## src/rtl/irq_pkg.sv

```systemverilog
// irq_pkg: shared widths and FSM states for the 4-line interrupt capture block.
package irq_pkg;
  localparam int REQ_W = 4;
  localparam int ID_W = 2;
  typedef enum logic [1:0] {IDLE, ASSERT, SETTLE} state_t;
endpackage

```

## src/rtl/irq_edge_detect.sv

```systemverilog
// irq_edge_detect: per-line edge/level capture with an optional 2-flop synchronizer.
// Define IRQ_CAPTURE_SYNC_EN to synchronize req before capture.
module irq_edge_detect #(
  parameter logic EDGE_MODE = 1'b1
) (
  input  logic clk,
  input  logic rst_n,
  input  logic req,
  output logic hit
);
  logic smp, warm, prev_d, prev_q, vld_d, vld_q;
`ifdef IRQ_CAPTURE_SYNC_EN
  logic [1:0] sync_d, sync_q, warm_d, warm_q;
  always_comb begin
    sync_d = {sync_q[0], req};
    warm_d = {warm_q[0], 1'b1};
  end
  always_ff @(posedge clk or negedge rst_n) begin
    if (!rst_n) begin
      sync_q <= '0;
      warm_q <= '0;
    end else begin
      sync_q <= sync_d;
      warm_q <= warm_d;
    end
  end
  assign smp = sync_q[1];
  assign warm = warm_q[1];
`else
  assign smp = req;
  assign warm = 1'b1;
`endif
  // vld_q gates out the bogus edge seen while history is still at its reset value
  always_comb begin
    prev_d = smp;
    vld_d = warm;
    hit = EDGE_MODE ? (vld_q & smp & ~prev_q) : smp;
  end
  always_ff @(posedge clk or negedge rst_n) begin
    if (!rst_n) begin
      prev_q <= 1'b0;
      vld_q <= 1'b0;
    end else begin
      prev_q <= prev_d;
      vld_q <= vld_d;
    end
  end
endmodule

```

## src/rtl/irq_capture_4.sv

```systemverilog
// irq_capture_4: 4-line interrupt capture with mask, ack handshake and sticky overflow.
// Define IRQ_CAPTURE_SYNC_EN to add a 2-flop input synchronizer per line.
module irq_capture_4
  import irq_pkg::*;
#(
  parameter int EDGE_MODE = 1
) (
  input  logic             clk,
  input  logic             rst_n,
  input  logic [REQ_W-1:0] req,
  input  logic [REQ_W-1:0] mask,
  output logic [REQ_W-1:0] pend,
  output logic             irq,
  input  logic             ack,
  input  logic [ID_W-1:0]  ack_id,
  output logic [REQ_W-1:0] ovf
);
  logic [REQ_W-1:0] hit, clr, pnd_d, pnd_q, ovf_d, ovf_q;
  state_t state_d, state_q;
  for (genvar i = 0; i < REQ_W; i++) begin : g_bit
    irq_edge_detect #(.EDGE_MODE(EDGE_MODE != 0)) u_det (
      .clk(clk),
      .rst_n(rst_n),
      .req(req[i]),
      .hit(hit[i])
    );
  end
  assign pend = pnd_q & ~mask;
  assign irq = state_q == ASSERT;
  assign ovf = ovf_q;
  // a masked or already-clear ack target is consumed without touching pnd
  always_comb begin
    clr = (state_q == ASSERT && ack) ? (REQ_W'(1) << ack_id) & ~mask : '0;
    pnd_d = (pnd_q & ~clr) | hit;
    ovf_d = ovf_q | ((EDGE_MODE != 0) ? hit & pnd_q & ~clr : '0);
    state_d = state_q == IDLE   ? (|pend ? ASSERT : IDLE) :
              state_q == ASSERT ? (ack ? SETTLE : (|pend ? ASSERT : IDLE)) :
              IDLE;
  end
  always_ff @(posedge clk or negedge rst_n) begin
    if (!rst_n) begin
      pnd_q <= '0;
      ovf_q <= '0;
      state_q <= IDLE;
    end else begin
      pnd_q <= pnd_d;
      ovf_q <= ovf_d;
      state_q <= state_d;
    end
  end
endmodule

```

## config.mk

```make
export PLATFORM = sky130hd
export DESIGN_NAME = irq_capture_4
export DESIGN_NICKNAME = d
export VERILOG_FILES = /design/src/rtl/irq_pkg.sv /design/src/rtl/irq_edge_detect.sv /design/src/rtl/irq_capture_4.sv
export SDC_FILE = /design/constraint.sdc
export NUM_CORES = 1
export LEC_CHECK = 0
export CORE_MARGIN = 1.5
export CORE_UTILIZATION = 40
export CTS_CLUSTER_DIAMETER = 50
export CTS_CLUSTER_SIZE = 24
export DETAILED_ROUTE_END_ITERATION = 10
export PLACE_DENSITY = 0.77
export SKIP_CTS_REPAIR_TIMING = 1
export SLEW_MARGIN = 40
export SYNTH_ARGS = -nofsm -noshare
export SYNTH_HDL_FRONTEND = slang
export SYNTH_SLANG_ARGS = --single-unit
```

## constraint.sdc

```tcl
create_clock -name clk -period 1.2 [get_ports clk]
set_input_delay 0.18 -clock clk [delete_from_list [all_inputs] [get_ports clk]]
set_output_delay 0.18 -clock clk [all_outputs]
set_load 0.02 [all_outputs]
```

Yosys cells after proc, flatten, opt, wreduce, memory -nomap -nowiden
Cells that the tools add are included.

Equal/unequal tests: 1. Shift-type cells: 1. Mux-type cells: 5. Bitwise logic cells: 21. Reductions and logical operators: 3.

Operator list (number): $and A4 B4 Y4 (5); $and A1 B1 Y1 (8); $not A4 Y4 (2); $or A4 B4 Y4 (2); $mux W2 (3); $mux W4 (1); $not A1 Y1 (4); $reduce_or A4 Y1 (1); $shl A1 B2 Y4 const A (1); $eq A2 B1 Y1 const B (1); $logic_not A2 Y1 (1); $logic_and A1 B1 Y1 (1); $mux W1 (1).

Bits in registers: 15. Input port bits: 13. Output and inout port bits: 9. Word-level logic and storage cells: 39.

Longest topological paths before layout
Depth after elaboration: 7. Depth in mapped cells: 3.

By module
A second synthesis with hierarchy kept.

Cells, all modules: 49. Area total of the unflattened synthesis: 671.9 sq um.

Modules (own cells, without submodules): irq_capture_4 (instances 1, cells an instance 33, area an instance 421.7 sq um, sequential area each 250.2 sq um); irq_edge_detect (instances 4, cells an instance 4, area an instance 62.6 sq um, sequential area each 50.0 sq um).

Worst setup path after synthesis
No wires, ideal clock.

Path type: reg2reg. From: register pnd_q[1]. To: register state_q[0]. Setup time: 94 ps. Arrival time: 1019 ps. Slack: 87 ps. Stages on the path, launching flop included: 4. Period minus slack after synthesis: 1113 ps. Cells stage by stage: dfrtp_1 > nor2b_1 > nor4_1 > a211oi_1.

Word-level cells in the longest chain between the ends: 6.

Ends and longest elaborated chain: start, declared (RTL line irq_capture_4.sv:18) `logic [REQ_W-1:0] hit, clr, pnd_d, pnd_q, ovf_d, ovf_q;`; start signal, assigned (RTL line irq_capture_4.sv:46) `pnd_q <= pnd_d;`; $and A4 B4 Y4 (*) (RTL line irq_capture_4.sv:28) `assign pend = pnd_q & ~mask;`; via pend[1] (RTL line irq_capture_4.sv:12) `output logic [REQ_W-1:0] pend,`; $reduce_or A4 Y1 (*) (RTL line irq_capture_4.sv:36, irq_capture_4.sv:37); $mux W1 (*) (RTL line irq_capture_4.sv:36, irq_capture_4.sv:37); $mux W2 (2 in a row) (RTL line irq_capture_4.sv:37) `state_q == ASSERT ? (ack ? SETTLE : (|pend ? ASSERT : IDLE)) :`; $mux W2 (*) (RTL line irq_capture_4.sv:36) `state_d = state_q == IDLE ? (|pend ? ASSERT : IDLE) :`; via state_d[0] (RTL line irq_capture_4.sv:19) `state_t state_d, state_q;`; end signal, assigned (RTL line irq_capture_4.sv:48) `state_q <= state_d;`; end, declared (RTL line irq_capture_4.sv:19).

The timed path passes the listed nets; every way through them passes the cells marked *.

Worst setup path after layout
From: register state_q[1]. To: register ovf_q[3], in the netlist ovf[3].

Word-level cells in the longest chain between the ends: 6.

Ends and longest elaborated chain: $eq A2 B1 Y1 (RTL line irq_capture_4.sv:33) `clr = (state_q == ASSERT && ack) ? (REQ_W'(1) << ack_id) & ~mask : '0;`; $logic_and A1 B1 Y1 (RTL line irq_capture_4.sv:33); $mux W4 (RTL line irq_capture_4.sv:33); $not A4 Y4 (RTL line irq_capture_4.sv:35) `ovf_d = ovf_q | ((EDGE_MODE != 0) ? hit & pnd_q & ~clr : '0);`; $and A4 B4 Y4 (RTL line irq_capture_4.sv:35); $or A4 B4 Y4 (RTL line irq_capture_4.sv:35); via ovf_d[3] (RTL line irq_capture_4.sv:18); end signal, assigned (RTL line irq_capture_4.sv:47) `ovf_q <= ovf_d;`; end, declared (RTL line irq_capture_4.sv:18).

The timed path passes the listed nets, and every way through them passes these cells.

==> impl_metrics.json <==
{
  "crit_required_ns": 1.36,
  "layout.cells.non_filler": 96,
  "viasPerCell": 4.875,
  "n_antenna_cell": 0,
  "clk_pin_slew_ns": 0.08,
  "cp_max_fo": 3,
  "syn_inst": 43,
  "cts_max_path_buffers": 2,
  "synth_warnings": 0,
  "status": "finished with violations",
  "coreArea_um2": 1318,
  "wl_per_cell_um": 12.36,
  "clock_skew_ns": 0.002960,
  "io_buffers": 21,
  "cp.arrival_ns": 1.40,
  "crit_family": "compound AO/OA/AOI/OAI gates",
  "dp_hpwl_um": 941.2,
  "critPathKind": "reg -> reg",
  "syn_nets": 56,
  "antenna_found_initial": 0,
  "avgSynthCellArea_um2": 13.33,
  "cts_buffers": 3,
  "start_util_pct": 43.49,
  "cp_slowest_stage_delay_ns": 0.39,
  "violations": "negative setup slack",
  "io-pin-count": 22,
  "startpoint_type": "register",
  "hp-class": "in -> async",
  "fmax_mhz": 804.4,
  "drtIter0Drc": 1,
  "finalHoldViolCount": 0,
  "synth_cell_types": 13,
  "vias": 468,
  "cp_slowest_cell": "dfrtp_1",
  "gr-total-overflow": 0,
  "gp_congestion": 0.6687,
  "crit_path_end_kind": "register",
  "setup_ws_ns": -0.04310,
  "placed_cells": 92,
  "die_h_um": 40.85,
  "ys_seq_elements": 15,
  "root_buffer": "clkbuf_4",
  "rsz0062_at_grt": "yes",
  "ir_worst_vdd_mv": 0.8477,
  "grt_pass1_vias": 455,
  "crit_path_cell_trace": "buf_6, nand4b_1, o31ai_2, o21bai_1",
  "syn2layout_area_growth_pct": 68.34,
  "p_leak_nw": 0.4210,
  "power.total_mw": 1.288,
  "layout-drive-gt1-share_pct": 37.04,
  "fp-row-count": 13,
  "finalSetupViolations": 6,
  "drc": 0,
  "grtUsageTotal_pct": 17.17,
  "slew_violations": 0,
  "die_width_um": 40.85,
  "post_synth_instance_area_um2": 573.1,
  "drv_cap": 0,
  "final.period_utilization_pct": 103.6,
  "mostFrequentLayoutCells": "buf_4, dfrtp_1, clkdlybuf4s50_1",
  "powerDensity_nw_per_um2": 1335,
  "crit_buf_inv": 1,
  "die_area_um2": 1669,
  "h-tree-depth": 1,
  "first_pass_iters": 2,
  "layout_commonest_cell": "buf_4",
  "finalNetCount": 95,
  "ys_seq_area_share_pct": 65.50,
  "final_antenna_net_count": 0,
  "min_period_ns": 1.243,
  "grt_pass1_wl_mm": 1.766,
  "clk_latency_ns": 0.27,
  "final_core_util_pct": 73.22,
  "clock-sinks": 15,
  "grt_max_degree": 16,
  "cts_tree": "done",
  "drt_wl_total_mm": 1.187
}
## metal layers
metal	track usage [%]	up-vias	wire (µm)
li1	-	229	-
met1	19.37	225	482
met2	28.52	14	637
met3	4.891	0	66
met4	10.00	0	0
met5	0	-	0
## cell usage after synthesis
cell	count	share of area [%]
o31ai_1	2	2.6
nand4b_1	1	1.5
and2b_2	1	1.5
conb_1	1	0.65
o21bai_1	4	5.2
o41ai_2	2	5.7
nor4_1	1	1.1
nand3b_1	5	6.6
nand2_1	4	2.6
nor2b_1	4	4.4
a211oi_1	1	1.3
dfrtp_1	15	66
inv_1	2	1.3
## state kept, by name, indices dropped and copies added, names as in the netlist
signal	count
state_q	2
g_bit.u_det.vld_q	1
ovf	4
g_bit.u_det.prev_q	4
pnd_q	4
## final timing paths
check / slack, ns / startpoint / to / cells past startpoint
max in group asynchronous: 0.82 / rst_n / pnd_q[2] / 2
worst min register to register: 0.48 / ovf[1] / ovf[1] / 1
min in group clk: 0.38 / req[0] / g_bit[0].u_det.prev_q / 1
worst max-delay path: -0.04 / state_q[1] / ovf[3] / 4
worst max register to register: -0.04 / state_q[1] / ovf[3] / 4
worst min-delay path: 0.21 / rst_n / g_bit[0].u_det.prev_q / 2
## per-stage QoR
| step | setup TNS (ns) | setup slack [ns] | cell area, µm² | hold WS, ns |
|---|---|---|---|---|
| floorplan | 0 | 0.08708 | 573.1 | -0.1156 |
| global placement | -3.222 | -0.3901 | 899.6 | 0.4615 |
| detailed placement | -3.423 | -0.4107 | 899.6 | 0.4609 |
| CTS | -3.399 | -0.4542 | 925.9 | 0.2118 |
| global route | -0.8677 | -0.1473 | 964.7 | 0.2236 |
| finish | -0.1532 | -0.04310 | 964.7 | 0.2095 |
## layout make-up
class	instances	area, µm²
inverter	2	7.507
tap	15	18.77
multi-input combinational	26	224.0
timing repair buffer	34	312.8
clock buffer	4	26.28
sequential	15	375.4
fill	111	352.8
## cells by family after synthesis
kind of cell	synth area share (%)
and+or+nand+nor	17.69
AOI/OAI and AO/OA	14.85
DFF	65.50
buffers and inverters	1.311
other	0.6544
## worst register-to-register path: cells and delay by family (launching register included)
kind	cells	cell delay, ns
AOI/OAI and AO/OA	2	0.40
buffers and inverters	1	0.12
DFF	1	0.39
and+or+nand+nor	1	0.22
## report_power, final
part           total [mW]  internal [mW]  switching [mW]
Clock               0.273          0.129           0.144
Combinational       0.420          0.242           0.177
Sequential          0.596          0.563          0.0327
(Power assumes the default switching activity.)
